**src/rtl/cpu_mem_arbiter.sv**
```systemverilog
// cpu_mem_arbiter: merges the CPU instruction bus (host 0) and data bus (host 1)
// onto one split-transaction memory port. Outstanding reads are tagged in an
// in-order ID FIFO so each read response is steered back to the host that issued it.
module cpu_mem_arbiter #(
   parameter int RESP_FIFO_POW = 3,
   parameter int ADDR_W        = 32,
   parameter int DATA_W        = 32
) (
   input  logic                  clk_i,
   input  logic                  rst_i,

   input  logic                  instr_req,
   output logic                  instr_ack,
   input  logic                  instr_we,
   input  logic [ADDR_W-1:0]     instr_addr,
   input  logic [DATA_W-1:0]     instr_wdata,
   input  logic [DATA_W/8-1:0]   instr_be,
   output logic                  instr_resp,
   output logic [DATA_W-1:0]     instr_rdata,

   input  logic                  data_req,
   output logic                  data_ack,
   input  logic                  data_we,
   input  logic [ADDR_W-1:0]     data_addr,
   input  logic [DATA_W-1:0]     data_wdata,
   input  logic [DATA_W/8-1:0]   data_be,
   output logic                  data_resp,
   output logic [DATA_W-1:0]     data_rdata,

   output logic                  mem_req,
   input  logic                  mem_ack,
   output logic                  mem_we,
   output logic [ADDR_W-1:0]     mem_addr,
   output logic [DATA_W-1:0]     mem_wdata,
   output logic [DATA_W/8-1:0]   mem_be,
   input  logic                  mem_resp,
   input  logic [DATA_W-1:0]     mem_rdata,

   output logic                  resp_err_o
);

   localparam int                     DEPTH     = 1 << RESP_FIFO_POW;
   localparam logic [RESP_FIFO_POW:0] DEPTH_CNT = (RESP_FIFO_POW + 1)'(DEPTH);

   typedef enum logic [1:0] {
      ST_IDLE,
      ST_LOCK_I,
      ST_LOCK_D
   } state_t;

   state_t                   state;
   logic                     prio_data;

   logic [DEPTH-1:0]         id_fifo;
   logic [RESP_FIFO_POW-1:0] wr_ptr;
   logic [RESP_FIFO_POW-1:0] rd_ptr;
   logic [RESP_FIFO_POW:0]   count;

   logic                     fifo_full;
   logic                     fifo_empty;
   logic                     instr_ok;
   logic                     data_ok;
   logic                     grant_valid;
   logic                     grant_data;
   logic                     push;
   logic                     pop;
   logic                     head_id;

   assign fifo_full  = (count == DEPTH_CNT);
   assign fifo_empty = (count == '0);
   assign head_id    = id_fifo[rd_ptr];

   // Eligibility: reads wait while every ID slot is taken (registered count,
   // so a pop in the same cycle does not free a slot yet); writes never wait.
   always_comb begin
      instr_ok = instr_req && (instr_we || !fifo_full);
      data_ok  = data_req  && (data_we  || !fifo_full);
   end

   // Grant selection: in IDLE pick a requester by round-robin priority in the
   // same cycle; once locked, the grant holds until the target accepts. Reset
   // forces the grant off so the memory port goes quiet immediately.
   always_comb begin
      grant_valid = 1'b0;
      grant_data  = 1'b0;
      unique case (state)
         ST_IDLE: begin
            grant_valid = instr_ok || data_ok;
            grant_data  = (instr_ok && data_ok) ? prio_data : data_ok;
         end
         ST_LOCK_I: begin
            grant_valid = 1'b1;
            grant_data  = 1'b0;
         end
         ST_LOCK_D: begin
            grant_valid = 1'b1;
            grant_data  = 1'b1;
         end
         default: begin
            grant_valid = 1'b0;
            grant_data  = 1'b0;
         end
      endcase
      if (!rst_i) begin
         grant_valid = 1'b0;
      end
   end

   // Memory port fields follow the granted host; the ack goes only to that host.
   always_comb begin
      mem_req   = grant_valid;
      mem_we    = grant_data ? data_we    : instr_we;
      mem_addr  = grant_data ? data_addr  : instr_addr;
      mem_wdata = grant_data ? data_wdata : instr_wdata;
      mem_be    = grant_data ? data_be    : instr_be;
      instr_ack = grant_valid && !grant_data && mem_ack;
      data_ack  = grant_valid &&  grant_data && mem_ack;
   end

   assign push = grant_valid && mem_ack && !mem_we;
   assign pop  = rst_i && mem_resp && !fifo_empty;

   // Response steering: the FIFO head names the host that owns this response;
   // read data is broadcast and only the strobe is routed.
   always_comb begin
      instr_resp  = pop && !head_id;
      data_resp   = pop &&  head_id;
      instr_rdata = mem_rdata;
      data_rdata  = mem_rdata;
   end

   // Arbitration FSM: a handshake in IDLE stays in IDLE, a stalled grant locks
   // until mem_ack, and every transfer hands priority to the other host.
   always_ff @(posedge clk_i or negedge rst_i) begin
      if (!rst_i) begin
         state     <= ST_IDLE;
         prio_data <= 1'b1;
      end else begin
         if (grant_valid && mem_ack) begin
            prio_data <= !grant_data;
         end
         unique case (state)
            ST_IDLE: begin
               if (grant_valid && !mem_ack) begin
                  state <= grant_data ? ST_LOCK_D : ST_LOCK_I;
               end
            end
            ST_LOCK_I, ST_LOCK_D: begin
               if (mem_ack) begin
                  state <= ST_IDLE;
               end
            end
            default: state <= ST_IDLE;
         endcase
      end
   end

   // ID FIFO: push the granted host on every read handshake, pop on every
   // response; a simultaneous push and pop leaves the count unchanged.
   always_ff @(posedge clk_i or negedge rst_i) begin
      if (!rst_i) begin
         id_fifo <= '0;
         wr_ptr  <= '0;
         rd_ptr  <= '0;
         count   <= '0;
      end else begin
         if (push) begin
            id_fifo[wr_ptr] <= grant_data;
            wr_ptr          <= wr_ptr + 1'b1;
         end
         if (pop) begin
            rd_ptr <= rd_ptr + 1'b1;
         end
         unique case ({push, pop})
            2'b10:   count <= count + 1'b1;
            2'b01:   count <= count - 1'b1;
            default: count <= count;
         endcase
      end
   end

   // Sticky error: a response with nothing outstanding cannot be routed.
   always_ff @(posedge clk_i or negedge rst_i) begin
      if (!rst_i) begin
         resp_err_o <= 1'b0;
      end else if (mem_resp && fifo_empty) begin
         resp_err_o <= 1'b1;
      end
   end

endmodule

```
**config.mk**
```make
export PLATFORM = sky130hd
export DESIGN_NAME = cpu_mem_arbiter
export DESIGN_NICKNAME = d
export VERILOG_FILES = /design/src/rtl/cpu_mem_arbiter.sv
export SDC_FILE = /design/constraint.sdc
export NUM_CORES = 1
export LEC_CHECK = 0
export ABC_AREA = 1
export CAP_MARGIN = 20
export CORE_AREA = 10 10 113 115
export CTS_CLUSTER_SIZE = 12
export DETAILED_ROUTE_END_ITERATION = 10
export DIE_AREA = 0 0 123 125
export PLACE_DENSITY = 0.86
export RECOVER_POWER = 50
export SLEW_MARGIN = 20
export SYNTH_ARGS = -nofsm -noshare
export SYNTH_HDL_FRONTEND = slang
export SYNTH_SLANG_ARGS = --single-unit
```
**constraint.sdc**
```tcl
create_clock -name clk_i -period 4.3 [get_ports clk_i]
set_input_delay 0.43 -clock clk_i [delete_from_list [all_inputs] [get_ports clk_i]]
set_output_delay 0.43 -clock clk_i [all_outputs]
set_load 0.02 [all_outputs]
```
# [Yosys cells after proc, flatten, opt, wreduce, memory -nomap -nowiden]
# Index checks and enable logic that the tools add are counted.
[word_totals] regBits=22 latch_bits=0 mem_bits_rw=0 rom_bits=0 in_bits=176 out_inout_bits=139 wordCells=69 n_memories=0
[classes] addsub=4 mul=0 div=0 n_lt_le_gt_ge=3 eq_ne=7 shift=0 n_mux=18 bitwise_logic=0 n_reduce_logical=30
[op_table] cell="32-bit two-way mux" n=2
[op_table] cell="1-bit logical AND" n=16
[op_table] cell="8-bit bitwise mux" n=1
[op_table] cell="3-bit by 4-bit < comparator with 1-bit output, second input constant" n=2
[op_table] cell="4-bit one-hot mux with 2 select lines" n=1
[op_table] cell="3-bit by 1-bit adder with 3-bit output, second input constant" n=2
[op_table] cell="1-bit logical NOT" n=6
[op_table] cell="2-bit two-way mux" n=3
[op_table] cell="1-bit two-way mux" n=5
[op_table] cell="4-bit by 1-bit adder with 4-bit output, second input constant" n=1
[op_table] cell="2-bit by 1-bit == test with 1-bit output, second input constant" n=2
[op_table] cell="2-bit == test, second input constant" n=2
[op_table] cell="4-bit == test, second input constant" n=1
[op_table] cell="4-bit logical NOT" n=1
[op_table] cell="4-bit two-way mux" n=1
[op_table] cell="1-bit one-hot mux with 2 select lines" n=2
[op_table] cell="2-bit one-hot mux with 2 select lines" n=1
[op_table] cell="4-bit by 1-bit subtractor with 4-bit output, second input constant" n=1
[op_table] cell="1-bit binary-select mux with 3-bit select" n=1
[op_table] cell="1-bit demux with 3-bit select" n=1
[op_table] cell="3-bit by 1-bit >= comparator with 1-bit output, second input constant" n=1
[op_table] cell="1-bit logical OR" n=3
[op_table] cell="2-bit logical NOT" n=1
[op_table] cell="2-bit by 1-bit inequality test with 1-bit output, second input constant" n=1
[op_table] cell="4 further kinds" n=4

# [Logic depth before layout (Yosys ltp)]
[logic_depth] word_depth=12 depth_mapped=21 mapped_depth_nobuf=20

# [Least setup slack after synthesis]
# OpenSTA, ideal clock, no wires.
[synth_timing] path_kind="reg2reg" start="reg state[0]" end="reg count[2]" setup_time_ns=0.119 arrival_ns=2.321 required_ns=4.181 path_slack_ns=1.861 path_stages_with_launch=22 n_path_buf=1 synth_period_minus_slack_ns=2.439 path_cell_list="dfrtp_1 > inv_1 > ha_1 > nand2_1 > inv_1 > nand2_1 > inv_2 > nand2_2 > nand2_4 > nand2_1 > nand2_1 > buf_6 > nand2_4 > ha_1 > nand2_1 > inv_1 > nor2_1 > ha_1 > a21oi_1 > a21oi_1 > o21ai_0 > o21a_1"
[synth_between] elab_chain_cells=8 word_cells_on_any_way=15 cone_classes="eq/ne: 4; mux: 5; reduce/logical: 6"
[synth_rtl] item="start: declaration" line_no="51" text="state_t state;"
[synth_rtl] item="start signal: assignment" line_no="145" text="state <= grant_data ? ST_LOCK_D : ST_LOCK_I;"
[synth_rtl] item="2-bit == test / 2-bit by 1-bit == test with 1-bit output (equally long branches)" line_no="86" text="unique case (state)"
[synth_rtl] item="2-bit OR reduction (no line)"
[synth_rtl] item="1-bit one-hot mux with 2 select lines" line_no="86"
[synth_rtl] item="1-bit two-way mux" line_no="104" text="if (!rst_i) begin"
[synth_rtl] item="1-bit logical AND" line_no="120" text="assign push = grant_valid && mem_ack && !mem_we;"
[synth_rtl] item="1-bit logical AND *" line_no="120"
[synth_rtl] item="2-bit by 1-bit == test with 1-bit output / 2-bit == test (equally long branches)" line_no="174" text="unique case ({push, pop})"
[synth_rtl] item="4-bit one-hot mux with 2 select lines / 2-bit nonzero test (equally long branches)"
[synth_rtl] item="end signal: assignment" line_no="175" text="2'b10: count <= count + 1'b1;"
[synth_rtl] item="end signal: assignment" line_no="176" text="2'b01: count <= count - 1'b1;"
[synth_rtl] item="end signal: assignment" line_no="177" text="default: count <= count;"
[synth_rtl] item="end: declaration" line_no="57" text="logic [RESP_FIFO_POW:0] count;"
# Every way passes the cells marked *; elsewhere a longest branch is shown, timed or not.
# A chain may end at the register's enable or synchronous reset.

# [Final worst setup path]
[layout_timing] start="in rst_i" end="out data_resp"
[layout_between] elab_chain_cells=3
[layout_rtl] item="start: declaration" line_no="10" text="input logic rst_i,"
[layout_rtl] item="1-bit logical AND (2 in a row)" line_no="121" text="assign pop = rst_i && mem_resp && !fifo_empty;"
[layout_rtl] item="1-bit logical AND" line_no="127" text="data_resp = pop && head_id;"
[layout_rtl] item="end: declaration" line_no="27" text="output logic data_resp,"
# Every way passes these cells.

==> results <==
- The run finished with clean final reports.
- Along the worst path, the maximum fanout reaches 23.
- The quantity of hold-fixing buffers added after cts is 0.
- Before antenna repair, the detailed router went through 4 iterations.
- The post-CTS setup buffer count is 0.
- Setup repair after global routing left no endpoint under its margin.
- The worst-case setup margin in the final layout is 0.721 ns.
- The hold slack is 0.480 ns.
- The final critical path time including I/O delays and setup is 3.58 ns.
- The root cell of the clock tree is sky130_fd_sc_hd__clkbuf_8.
- Dividing the detail-routed wire length by the instance count gives 17.3 µm.
- The via count of the first global-routing pass is 3190.
- The post-route DRC violation count is 0.
- The placer's final routability congestion estimate is 0.857.
- The fmax is 279 MHz.
- Entering global routing, the biggest net connects 57 pins.
- The transition time at the pin with the least slew margin is 1.23 ns.
- The final layout contains 799 nets.
- Counting the buffers created by CTS gives 3.
- The static leakage is 0.00225 µW.
- The die is 123 µm wide.
- The post-synthesis register bit count is 22.
- The global routing usage summed across all routing layers is 16.2%.
- The top cell types in the final layout, fill and taps aside, are sky130_fd_sc_hd__nand2_1 (253), sky130_fd_sc_hd__clkdlybuf4s50_1 (216), sky130_fd_sc_hd__inv_1 (25).
- CTS built an H-tree with a depth of 1.
- The number of DRC markers after the initial detailed-route iteration is 180.
- The overall routed net length is 13000 µm.
- The count of cell types in the netlist is 26.
- The critical path goes through dlygate4sd3_1 > clkbuf_1 > nand3_1 > a21oi_1 > clkdlybuf4s50_1.
- The first global-routing pass estimated 19200 µm of wire.
- The leading cell type in the layout, fill and taps excluded is sky130_fd_sc_hd__nand2_1.
- Summed over all failing endpoints, the final setup total negative slack is 0 ns.
- The tree built by TritonCTS fans out to 22 sinks.
- Summed over all nets, the half-perimeter wirelength after detailed placement is 11400 µm.
- Yosys printed 0 warnings.
- The category of the critical setup timing path is in2out.
- Synthesis produced a netlist with a net count of 654.
- At the worst endpoint, the arrival time is 3.15 ns.
- In this run the tightest slew margin relative to its limit is 17.7%.
- The category of the worst setup path capture point is an output pin.
- The max-slew violation count is 0.
- The total via count after detailed routing is 3227.
- The I/O pin count is 315.
- The total inserted antenna cells is 0.
- The TritonCTS clock tree is yes.
- The count of nets left with antenna violations once routing finished came out at 0.
- The initial utilization of the core area, before any placement, comes to 25.8%.
- The post-CTS clock slew at the launch and capture registers of the worst setup and hold paths is 0.09 ns.
- Relative to the synthesized area, the layout overhead comes to 68.7%.
- The area enclosed by the die boundary is 0.0154 mm².
- The worst slack at placement is 0.945 ns.
- The delay of the slowest critical-path stage is 0.91 ns.
- In this run the power density over the cells is 580 mW/mm².
- Sequential cells were found to cover 20.2% of the synthesized design area.
- Cells with a size suffix above 1 make up 2.77% of the layout.
- The cell area after synthesis is 0.00273 mm².
- After clock tree synthesis, the repair step resized 0 gates.
- In this run the tool buffered the top-level ports with 218 buffer cells.
- For the worst setup path, the data required time is 3.87 ns.
- The path class of the tightest hold or removal check is reg2reg.
- The initial antenna violation count came to 2.
- Dividing the detail-routed via count by the number of cells gives 4.28.
- The post-synthesis area per instance is 5.81 µm².
- The worst setup path is launched from a primary input.
- The worst voltage drop across the vdd grid is 324 µV.
- The final-report hold violation count is 0.
- The post-synthesis instance total is 470.
- Setup violations remaining at the end of the flow were counted as 0.
- Summed over all layers, the global routing overflow is 0.
- On the critical path, the stage with the largest delay is an instance of sky130_fd_sc_hd__clkbuf_1.
- The standard cell core area is 0.0106 mm².
- The latest clock arrival within the worst-skew pair is 0.27 ns.
- The die is 125 µm tall.
- The row count is 38.
- The number of maximum-capacitance violations is 0.
- The ratio of final minimum period to clock period is 83.2%.
- The clock arrives with 0.00536 ns of skew.
- The buffer levels on the longest clock path is 2.
-- routing by layer --
layer	vias to the layer above	wire, µm	GRT usage (%)	part of all wire, %
li1	1657	-	-	-
met1	1364	4280	15.7	33
met2	178	6780	28.8	52
met3	24	1570	8.55	12
met4	4	373	5.14	2.9
met5	-	31	0	0.24
-- per-stage QoR --
step | cells | util (%) | cell area, µm² | power [µW]
3_3_place_gp | 750 | 42.9 | 4540 | 2480
3_5_place_dp | 750 | 42.9 | 4540 | 2510
4_1_cts | 754 | 43.5 | 4620 | 2710
2_1_floorplan | 470 | - | 2730 | 1640
6_report | 754 | 43.5 | 4610 | 2670
5_1_grt | 754 | 43.5 | 4610 | 2880
-- state kept, by name, summed over array words and instances, names as in the netlist --
| register | cells |
|---|---|
| count | 4 |
| id_fifo | 8 |
| prio_data | 1 |
| rd_ptr | 3 |
| resp_err_o | 1 |
| state | 2 |
| wr_ptr | 3 |
-- worst paths after layout --
path                                  from          to  slack, ns  depth (start not counted)
min in group asynchronous            rst_i   wr_ptr[0]       0.97                          2
worst min-delay path            id_fifo[7]  id_fifo[7]       0.48                          2
max in group asynchronous            rst_i  id_fifo[6]       2.60                          2
worst min register to register  id_fifo[7]  id_fifo[7]       0.48                          2
worst max register to register    state[0]    count[2]       1.22                         21
worst max-delay path                 rst_i   data_resp       0.72                          5
-- cell families after synthesis --
group                    after synthesis  share of synthesized area, %
AO/OA/AOI/OAI                         15                          3.34
adder cells (fa/ha/maj)                8                          3.66
flip-flops                            22                          20.2
AND/OR/NAND/NOR                      309                          45.4
buffers and inverters                110                          25.5
XOR/XNOR                               6                          1.92
-- cells in the mapped netlist --
| cell | number | area (µm²) |
|---|---|---|
| sky130_fd_sc_hd__o21a_1 | 1 | 7.51 |
| sky130_fd_sc_hd__dfstp_2 | 1 | 26.3 |
| sky130_fd_sc_hd__o32ai_1 | 2 | 17.5 |
| sky130_fd_sc_hd__dfrtp_1 | 21 | 526 |
| sky130_fd_sc_hd__nor3_1 | 1 | 5.00 |
| sky130_fd_sc_hd__o21ai_2 | 1 | 8.76 |
| sky130_fd_sc_hd__buf_2 | 8 | 40.0 |
| sky130_fd_sc_hd__nor2_1 | 19 | 71.3 |
| sky130_fd_sc_hd__xor2_1 | 3 | 26.3 |
| sky130_fd_sc_hd__inv_1 | 25 | 93.8 |
| sky130_fd_sc_hd__nor2_4 | 1 | 11.3 |
| sky130_fd_sc_hd__nand4_1 | 9 | 56.3 |
| sky130_fd_sc_hd__o21ai_0 | 7 | 35.0 |
| sky130_fd_sc_hd__xnor2_1 | 3 | 26.3 |
| sky130_fd_sc_hd__inv_2 | 2 | 7.51 |
| sky130_fd_sc_hd__o21bai_1 | 1 | 7.51 |
| sky130_fd_sc_hd__buf_6 | 1 | 11.3 |
| sky130_fd_sc_hd__nor2_2 | 1 | 6.26 |
| sky130_fd_sc_hd__nand3_1 | 21 | 105 |
| sky130_fd_sc_hd__a21oi_1 | 3 | 15.0 |
| sky130_fd_sc_hd__clkbuf_1 | 3 | 11.3 |
| sky130_fd_sc_hd__ha_1 | 8 | 100 |
| sky130_fd_sc_hd__nand2_1 | 253 | 950 |
| sky130_fd_sc_hd__buf_4 | 71 | 533 |
| sky130_fd_sc_hd__nand2_2 | 2 | 12.5 |
| sky130_fd_sc_hd__nand2_4 | 2 | 22.5 |
-- critical path, delay by kind of cell --
family / cells / cell delay (ns)
AOI/OAI and AO/OA: 1 / 0.23
and+or+nand+nor: 1 / 0.40
buffers and inverters: 3 / 2.08
-- power breakdown --
| part | total [µW] | internal, µW | switching [µW] |
|---|---|---|---|
| clock | 197 | 125 | 72.3 |
| combinational | 2110 | 897 | 1210 |
| sequential | 370 | 292 | 78.0 |
| total | 2670 | 1310 | 1360 |
-- cell type report --
cell class | instances | area, µm²
multi-input cells | 338 | 1480
repair buffers | 223 | 2230
clock inverters | 1 | 30.0
clock buffers | 3 | 41.3
fillers | 1042 | 5990
well taps | 140 | 175
inverters | 27 | 101
flip-flops and latches | 22 | 552
(Power assumes the default switching activity.)
